<file path="src/rtl/bcd_display_scanner.sv">
// Time-multiplexed seven-segment scanner for a BCD digit vector.
// Frame-synchronous updates, ghosting guard, leading-zero blanking.
module bcd_display_scanner #(
    parameter int DIGIT_BITS          = 4,
    parameter int NUM_DIGITS          = 4,
    parameter int SCAN_DIV            = 100000,
    parameter int GUARD_CYCLES        = 1000,
    parameter int ACTIVE_LOW          = 1,
    parameter int BLANK_LEADING_ZEROS = 1
) (
    input  logic                                 clk,
    input  logic                                 rst,
    input  logic                                 data_in_ready,
    input  logic [NUM_DIGITS-1:0][DIGIT_BITS-1:0] data_in,
    output logic [6:0]                           seg,
    output logic                                 dp,
    output logic [NUM_DIGITS-1:0]                an,
    output logic                                 frame_done
);

    localparam int TW = $clog2(SCAN_DIV);
    localparam int IW = $clog2(NUM_DIGITS);
    localparam logic POL = (ACTIVE_LOW != 0);

    typedef enum logic {IDLE, SCAN} state_t;

    state_t                                state;
    logic [NUM_DIGITS-1:0][DIGIT_BITS-1:0] pending;
    logic [NUM_DIGITS-1:0][DIGIT_BITS-1:0] display;
    logic                                  pending_valid;
    logic [TW-1:0]                         tick;
    logic [IW-1:0]                         idx;

    logic                  last_tick;
    logic                  boundary;
    logic                  zero_run;
    logic [NUM_DIGITS-1:0] blank;
    logic [6:0]            seg_raw;
    logic [NUM_DIGITS-1:0] an_raw;

    function automatic logic [6:0] decode(input logic [DIGIT_BITS-1:0] d);
        case (int'(d))
            0:       return 7'h3F;
            1:       return 7'h06;
            2:       return 7'h5B;
            3:       return 7'h4F;
            4:       return 7'h66;
            5:       return 7'h6D;
            6:       return 7'h7D;
            7:       return 7'h07;
            8:       return 7'h7F;
            9:       return 7'h6F;
            default: return 7'h40;
        endcase
    endfunction

    always_comb begin
        last_tick = (tick == TW'(SCAN_DIV - 1));
        boundary  = (state == SCAN) && last_tick
                    && (idx == IW'(NUM_DIGITS - 1));
        // Walk down from the top digit; a digit is blanked while every digit
        // at or above it is zero.
        zero_run = 1'b1;
        blank    = '0;
        for (int i = NUM_DIGITS - 1; i >= 0; i--) begin
            zero_run = zero_run && (display[i] == '0);
            blank[i] = (BLANK_LEADING_ZEROS != 0) && (i > 0) && zero_run;
        end
        seg_raw = 7'h00;
        an_raw  = '0;
        if (state == SCAN && !blank[idx]) begin
            seg_raw = decode(display[idx]);
            for (int i = 0; i < NUM_DIGITS; i++)
                an_raw[i] = (idx == IW'(i)) && (tick >= TW'(GUARD_CYCLES));
        end
    end

    always_ff @(posedge clk) begin
        if (rst) begin
            state         <= IDLE;
            pending       <= '0;
            pending_valid <= 1'b0;
            display       <= '0;
            tick          <= '0;
            idx           <= '0;
            seg           <= {7{POL}};
            an            <= {NUM_DIGITS{POL}};
            dp            <= POL;
            frame_done    <= 1'b0;
        end else begin
            seg        <= seg_raw ^ {7{POL}};
            an         <= an_raw ^ {NUM_DIGITS{POL}};
            dp         <= POL;
            frame_done <= boundary;
            case (state)
                IDLE: begin
                    tick <= '0;
                    idx  <= '0;
                    if (data_in_ready) begin
                        display <= data_in;
                        state   <= SCAN;
                    end
                end
                SCAN: begin
                    if (last_tick) begin
                        tick <= '0;
                        idx  <= (idx == IW'(NUM_DIGITS - 1)) ? '0 : idx + 1'b1;
                    end else begin
                        tick <= tick + 1'b1;
                    end
                    // Display only changes at the frame boundary so a frame never tears.
                    if (boundary) begin
                        pending_valid <= 1'b0;
                        if (data_in_ready)
                            display <= data_in;
                        else if (pending_valid)
                            display <= pending;
                    end else if (data_in_ready) begin
                        pending       <= data_in;
                        pending_valid <= 1'b1;
                    end
                end
                default: state <= IDLE;
            endcase
        end
    end

endmodule

</file>
<file path="config.mk">
export PLATFORM = sky130hd
export DESIGN_NAME = bcd_display_scanner
export DESIGN_NICKNAME = d
export VERILOG_FILES = /design/src/rtl/bcd_display_scanner.sv
export SDC_FILE = /design/constraint.sdc
export NUM_CORES = 1
export LEC_CHECK = 0
export ABC_AREA = 1
export BUFFER_PORTS_ARGS = -buffer_cell sky130_fd_sc_hd__buf_2
export CORE_ASPECT_RATIO = 1.2
export CORE_MARGIN = 3
export CORE_UTILIZATION = 59
export DETAILED_ROUTE_END_ITERATION = 10
export PLACE_DENSITY = 0.86
export SYNTH_ARGS = -nofsm -noshare
export SYNTH_HDL_FRONTEND = slang
export SYNTH_SLANG_ARGS = --single-unit
</file>
<file path="constraint.sdc">
create_clock -name clk -period 2.26 [get_ports clk]
set_clock_uncertainty 0.1 [all_clocks]
set_input_delay 0.113 -clock clk [delete_from_list [all_inputs] [get_ports clk]]
set_output_delay 0.113 -clock clk [all_outputs]
set_load 0.03 [all_outputs]
</file>
# ---- Word-level counts from Yosys, hierarchy flattened
# Memory sizes are Yosys's and may differ from the RTL's.
# Cells that the tools add are included.
dict set report word_totals {
  reg_bits 65
  romBits 112
  output_inout_bits 13
  word_cells 70
  mem_count 1
}
dict set report classes {
  add_sub_neg 2
  magnitude_cmp 2
  eq_ne 8
  mux 20
  bitwise_logic 4
  reduce_logical 18
}
# memory depth word_bits read_ports rd_clocked_by_memory_dff wr line_no
set mem_list {}
lappend mem_list {{(no name shown)} 16 7 1 0 0 42} ;# case (int'(d))
# op count
set op_table {}
lappend op_table {{16-bit 2-to-1 mux} 4}
lappend op_table {{17-bit one-hot mux with 2 select lines} 1}
lappend op_table {{16-bit one-hot mux with 2 select lines} 1}
lappend op_table {{17-bit by 1-bit adder with 17-bit output, second input constant} 1}
lappend op_table {{17-bit == test, second input constant} 1}
lappend op_table {{17-bit by 10-bit greater-or-equal comparator with 1-bit output, second input constant} 1}
lappend op_table {{17-bit 2-to-1 mux} 1}
lappend op_table {{4-bit logical NOT} 3}
lappend op_table {{1-bit logical AND} 9}
lappend op_table {{4-bit binary-select mux with 2-bit select} 1}
lappend op_table {{4-bit 2-to-1 mux} 2}
lappend op_table {{7-bit 2-to-1 mux} 1}
lappend op_table {{7-bit inverter} 1}
lappend op_table {{3-bit AND reduction} 2}
lappend op_table {{1-bit 2-to-1 mux} 5}
lappend op_table {{2-bit == test, second input constant} 2}
lappend op_table {{2-bit 2-to-1 mux} 2}
lappend op_table {{2-bit by 1-bit != test with 1-bit output, second input constant} 2}
lappend op_table {{4-bit inverter} 1}
lappend op_table {{2-bit one-hot mux with 2 select lines} 1}
lappend op_table {{2-bit by 3-bit less-than comparator with 1-bit output, second input constant} 1}
lappend op_table {{3-bit by 2-bit != test with 1-bit output, second input constant} 1}
lappend op_table {{2-bit by 1-bit adder with 2-bit output, second input constant} 1}
lappend op_table {{1-bit binary-select mux with 2-bit select} 1}
lappend op_table {{7 further kinds} 8}

# ---- Longest topological paths before layout
dict set report logic_depth {
  word_depth 9
  ltp_mapped 12
  depth_no_buf 11
}

# ---- Least setup slack after synthesis
# No wires, ideal clock.
dict set report synth_path {
  kind {register to register}
  startpoint {reg idx[0]}
  endpoint {reg seg[5]}
  setup_ns 0.127
  arrival_time_ns 1.492
  t_required_ns 2.033
  path_slack_ns 0.541
  stages_incl_launch_ff 10
  cell_sequence {dfxtp_1 inv_1 nor2_1 nor2_1 o21ai_0 nand2_1 ha_1 or2_2 nand3_1 nand3_1}
}
dict set report synth_between {
  elab_chain_len 6
  elab_cells_between_ends 9
  classes_between {mux (5); bitwise (1); reduce/logical (2); memory (1)}
}
# item line_no
set synth_rtl {}
lappend synth_rtl {{from (decl)} 32} ;# logic [IW-1:0] idx;
lappend synth_rtl {{from (signal assigned)} 107} ;# idx <= (idx == IW'(NUM_DIGITS - 1)) ? '0 : idx + 1'b1;
lappend synth_rtl {{branches (longest 4 deep; another with memory 16 x 7 bit)} n/a}
lappend synth_rtl {{7-bit 2-to-1 mux *} 71} ;# if (state == SCAN && !blank[idx]) begin
lappend synth_rtl {{7-bit inverter (no source line) *} n/a}
lappend synth_rtl {{to (signal assigned)} 86} ;# seg <= {7{POL}};
lappend synth_rtl {{to (signal assigned)} 91} ;# seg <= seg_raw ^ {7{POL}};
lappend synth_rtl {{to (decl)} 15} ;# output logic [6:0] seg,
# Every way passes the cells marked *. The select of a mux whose other input is x is not followed.
# A chain may end at the register's enable or synchronous reset.

# ---- Final worst setup path
dict set report layout_path {
  startpoint {reg tick[0]}
  endpoint {reg display[0] (netlist name)}
}
dict set report layout_between {
  elab_chain_len 5
}
# item line_no
set layout_rtl {}
lappend layout_rtl {{from (decl)} 31} ;# logic [TW-1:0] tick;
lappend layout_rtl {{from (signal assigned)} 109} ;# tick <= tick + 1'b1;
lappend layout_rtl {{17-bit == test} 58} ;# last_tick = (tick == TW'(SCAN_DIV - 1));
lappend layout_rtl {{1-bit logical AND} 59} ;# boundary = (state == SCAN) && last_tick
lappend layout_rtl {{1-bit logical AND} 60} ;# && (idx == IW'(NUM_DIGITS - 1));
lappend layout_rtl {{2-bit by 1-bit != test with 1-bit output (no source line)} n/a}
lappend layout_rtl {{3-bit AND reduction (no source line)} n/a}
lappend layout_rtl {{to (signal assigned)} 100} ;# display <= data_in;
lappend layout_rtl {{to (signal assigned)} 115} ;# display <= data_in;
lappend layout_rtl {{to (signal assigned)} 117} ;# display <= pending;
lappend layout_rtl {{to (decl)} 29} ;# logic [NUM_DIGITS-1:0][DIGIT_BITS-1:0] display;
# Every way passes these cells.

==> metrics.txt <==
status finished, final reports clean; post-DR wirelength/cell 11.2 um; total power per unit cell area 666 nW/um2; post-route setup TNS 0 ns; post-route fraction of the period consumed by the critical path 87.0%; Clock Tree Root clkbuf_8; register share of total power ~50%; Finish-stage setup viols 0; pin count of the biggest net entering global routing 35; Max Clk Rate 0.509 GHz; placeable core region 5330 um2; Yosys top cell area share 39.8%; P_sw 0.660 mW; number of inserted diodes 0; Vias between 2,000 and 3,000; leading cell types in the layout, fill and taps excluded 110 x nand2_1, 97 x nor2_1, 64 x dfxtp_1; DRC violations left 0; Switching Fraction a little over a quarter; final count of pins violating max slew 0; design internal power 1.77 mW; Critical Path RT 2.45 ns; Initial Utilization 61.4%; cell types with the largest area share after synthesis dfxtp_1 40%, nand2_1 13%, nor2_1 11%; detailed placement HPWL 4560 um; number of buffers added by the clock tree synthesis step 9; via/cell ratio 5.08; Leak Pwr 1.60 nW; flop and latch count out of synthesis 65; crit-path max FO 32; area enclosed by the die boundary 6480 um2; CP Launch Type register; class of the tightest hold or removal check primary input to register; number of global-route vias before repair roughly 2,700; VDD IR-drop max 0.532 mV; H-tree levels 3; post-placement setup slack 0.296 ns; portion of the post-synthesis area used by sequential elements 39.8%; unrepaired setup endpoints after global routing false; Die H 87.6 um; clock latency at the later pin of the worst-skew pair 0.35 ns; antenna violations before repair 0; first-pass GRT wire length around 11,000 um; data arrival at the endpoint of the critical path 2.15 ns; kind of critical path register to register; Cell Area, Placed 3420 um2; area grow syn2layout 11.5%; floorplan row count 29; antenna-violating nets left 0; syn nets 510; clock transition at the register clock pins on the worst setup and hold paths after CTS ~0.07 ns; overall routed net length ~6500 um; post-layout instance area 3650 um2; most common cell after layout, fill and taps aside nand2_1; Max clock buf depth 2; Post-CTS Setup Inserts 0; cells after synthesis 480; Comb power frac 13.2%; number of library cell types mapped by synthesis 33; final worst slack 0.295 ns; Avg Cell Area, Syn 6.82 um2; portion of total power attributed to the clock network 35.8%; Max-slew headroom 59.8%; area of the mapped netlist around 3300 um2; detailed router's first-iteration violation count between 200 and 300; global placer's final weighted congestion about 0.86; Clock Sinks 65; count of boundary I/O pins 32; critical path capture point type register; detailed-router iteration count before antenna repair 4; Buffers on Ports 30; net total in the final layout 543; clock tree from TritonCTS yes; Final Hold Fails 0; share of cells above drive strength 1 13.1%; Total Routing Usage GR around 22%; Yosys Warn Count 0; horizontal die dimension 74.0 um; number of maximum-capacitance violations 0; top cell type by total area after synthesis dfxtp_1; total congestion overflow 0; min Tclk post-route 1.97 ns; Least-Margin Pin Slew between 0.6 and 0.7 ns
[cells in the mapped netlist]
cell	count
nor2_4	5
a32oi_1	2
buf_4	3
o21ai_2	1
a21oi_4	1
buf_6	3
buf_1	1
nand4_2	1
nor2_1	97
a21oi_1	13
buf_2	8
nor3_1	7
inv_2	4
dfxtp_1	65
o2111ai_1	1
a41oi_1	1
conb_1	1
nor3_4	1
ha_1	11
or2_2	1
nand2_2	5
nand3_1	36
o21ai_0	26
clkbuf_1	2
nor4_1	1
inv_1	56
nor3b_1	4
nor2_2	1
nand2_1	110
xor2_1	5
nand4_1	4
xnor2_1	1
clkinv_1	2
[layout make-up]
type                            count  area (um2)
Clock inverter                      3        15.0
Clock buffer                       13         159
Timing Repair Buffer               39         233
Inverter                           62         233
Tap cell                           62        77.6
Fill cell                         451        1680
Multi-Input combinational cell    336        1630
Sequential cell                    65        1300
[critical path, cell delays in order (launching register included)]
cell and delay, ns:
dfxtp_1 0.36, ha_1 0.18, nand2_1 0.09, nor2_4 0.13, nand3_1 0.09, nor2_1 0.11
nand4_1 0.11, nand2_1 0.10, nand2_2 0.31, nand2_1 0.18, nand2_1 0.08, nor2_1 0.09
[kinds of logic (layout without fill, tap and decap cells)]
| logic type | after synthesis | in the layout | synth area share, % |
|---|---|---|---|
| adders and majority gates | 11 | 11 | 4.20 |
| other | 1 | 1 | 0.115 |
| AOI/OAI and AO/OA | 45 | 45 | 7.80 |
| xor gates and xnor gates | 6 | 6 | 1.61 |
| DFF | 65 | 65 | 39.8 |
| buffers and inverters | 79 | 117 | 10.4 |
| and+or+nand+nor | 273 | 273 | 36.1 |
[through the flow]
stage | utilization, % | cells | hold slack [ns] | power (mW)
finish | 68.4 | 580 | 0.00505 | 2.43
floorplan | - | 480 | 0.0821 | 1.51
global route | 68.4 | 580 | 0.0328 | 2.55
detailed placement | 64.0 | 558 | 0.249 | 1.58
global placement | 64.0 | 558 | 0.244 | 1.56
CTS | 68.4 | 580 | 0.00198 | 2.45
[state kept, by name (all words and copies together) (netlist names)]
name and flops:
frame_done 1, pending_valid 1, state 1, an 4
tick 17, idx 2, seg 7, display 16
pending 16
[path summary, 6_finish.rpt]
| check | startpoint | endpoint | slack [ns] | cells after the start |
|---|---|---|---|---|
| worst max-delay path | tick[0]$_SDFF_PP0_ | display[0]$_SDFFE_PP0P_ | 0.29 | 11 |
| worst max register to register | tick[0]$_SDFF_PP0_ | display[0]$_SDFFE_PP0P_ | 0.29 | 11 |
| worst min register to register | tick[0]$_SDFF_PP0_ | tick[0]$_SDFF_PP0_ | 0.36 | 1 |
| worst min-delay path | data_in[12] | pending[12]$_SDFFE_PP0P_ | 0.005 | 5 |
[power by group through the flow]
stage | clock [mW] | sequential (mW) | combinational (mW)
floorplan | 0 | 1.28 | 0.234
global placement | 0 | 1.26 | 0.302
detailed placement | 0 | 1.26 | 0.312
global route | 0.928 | 1.24 | 0.374
CTS | 0.885 | 1.24 | 0.322
finish | 0.871 | 1.24 | 0.321
[routing by layer]
layer  vias to the layer above  wire length [um]  track usage [%]
met1                      1314              2960             26.9
met5                         -                 0                0
met4                         0               119             9.39
li1                       1555                 -                -
met3                        14               339             5.17
met2                        66              3080             37.5
[what timing repair did]
action / CTS / global route
endpoints found under the setup margin: 0 / 1
gates resized for setup: 0 / 1
hold endpoints to repair: 8 / 0
hold buffers: 6 / 0
No activity file was read; power rests on OpenSTA's default activity.
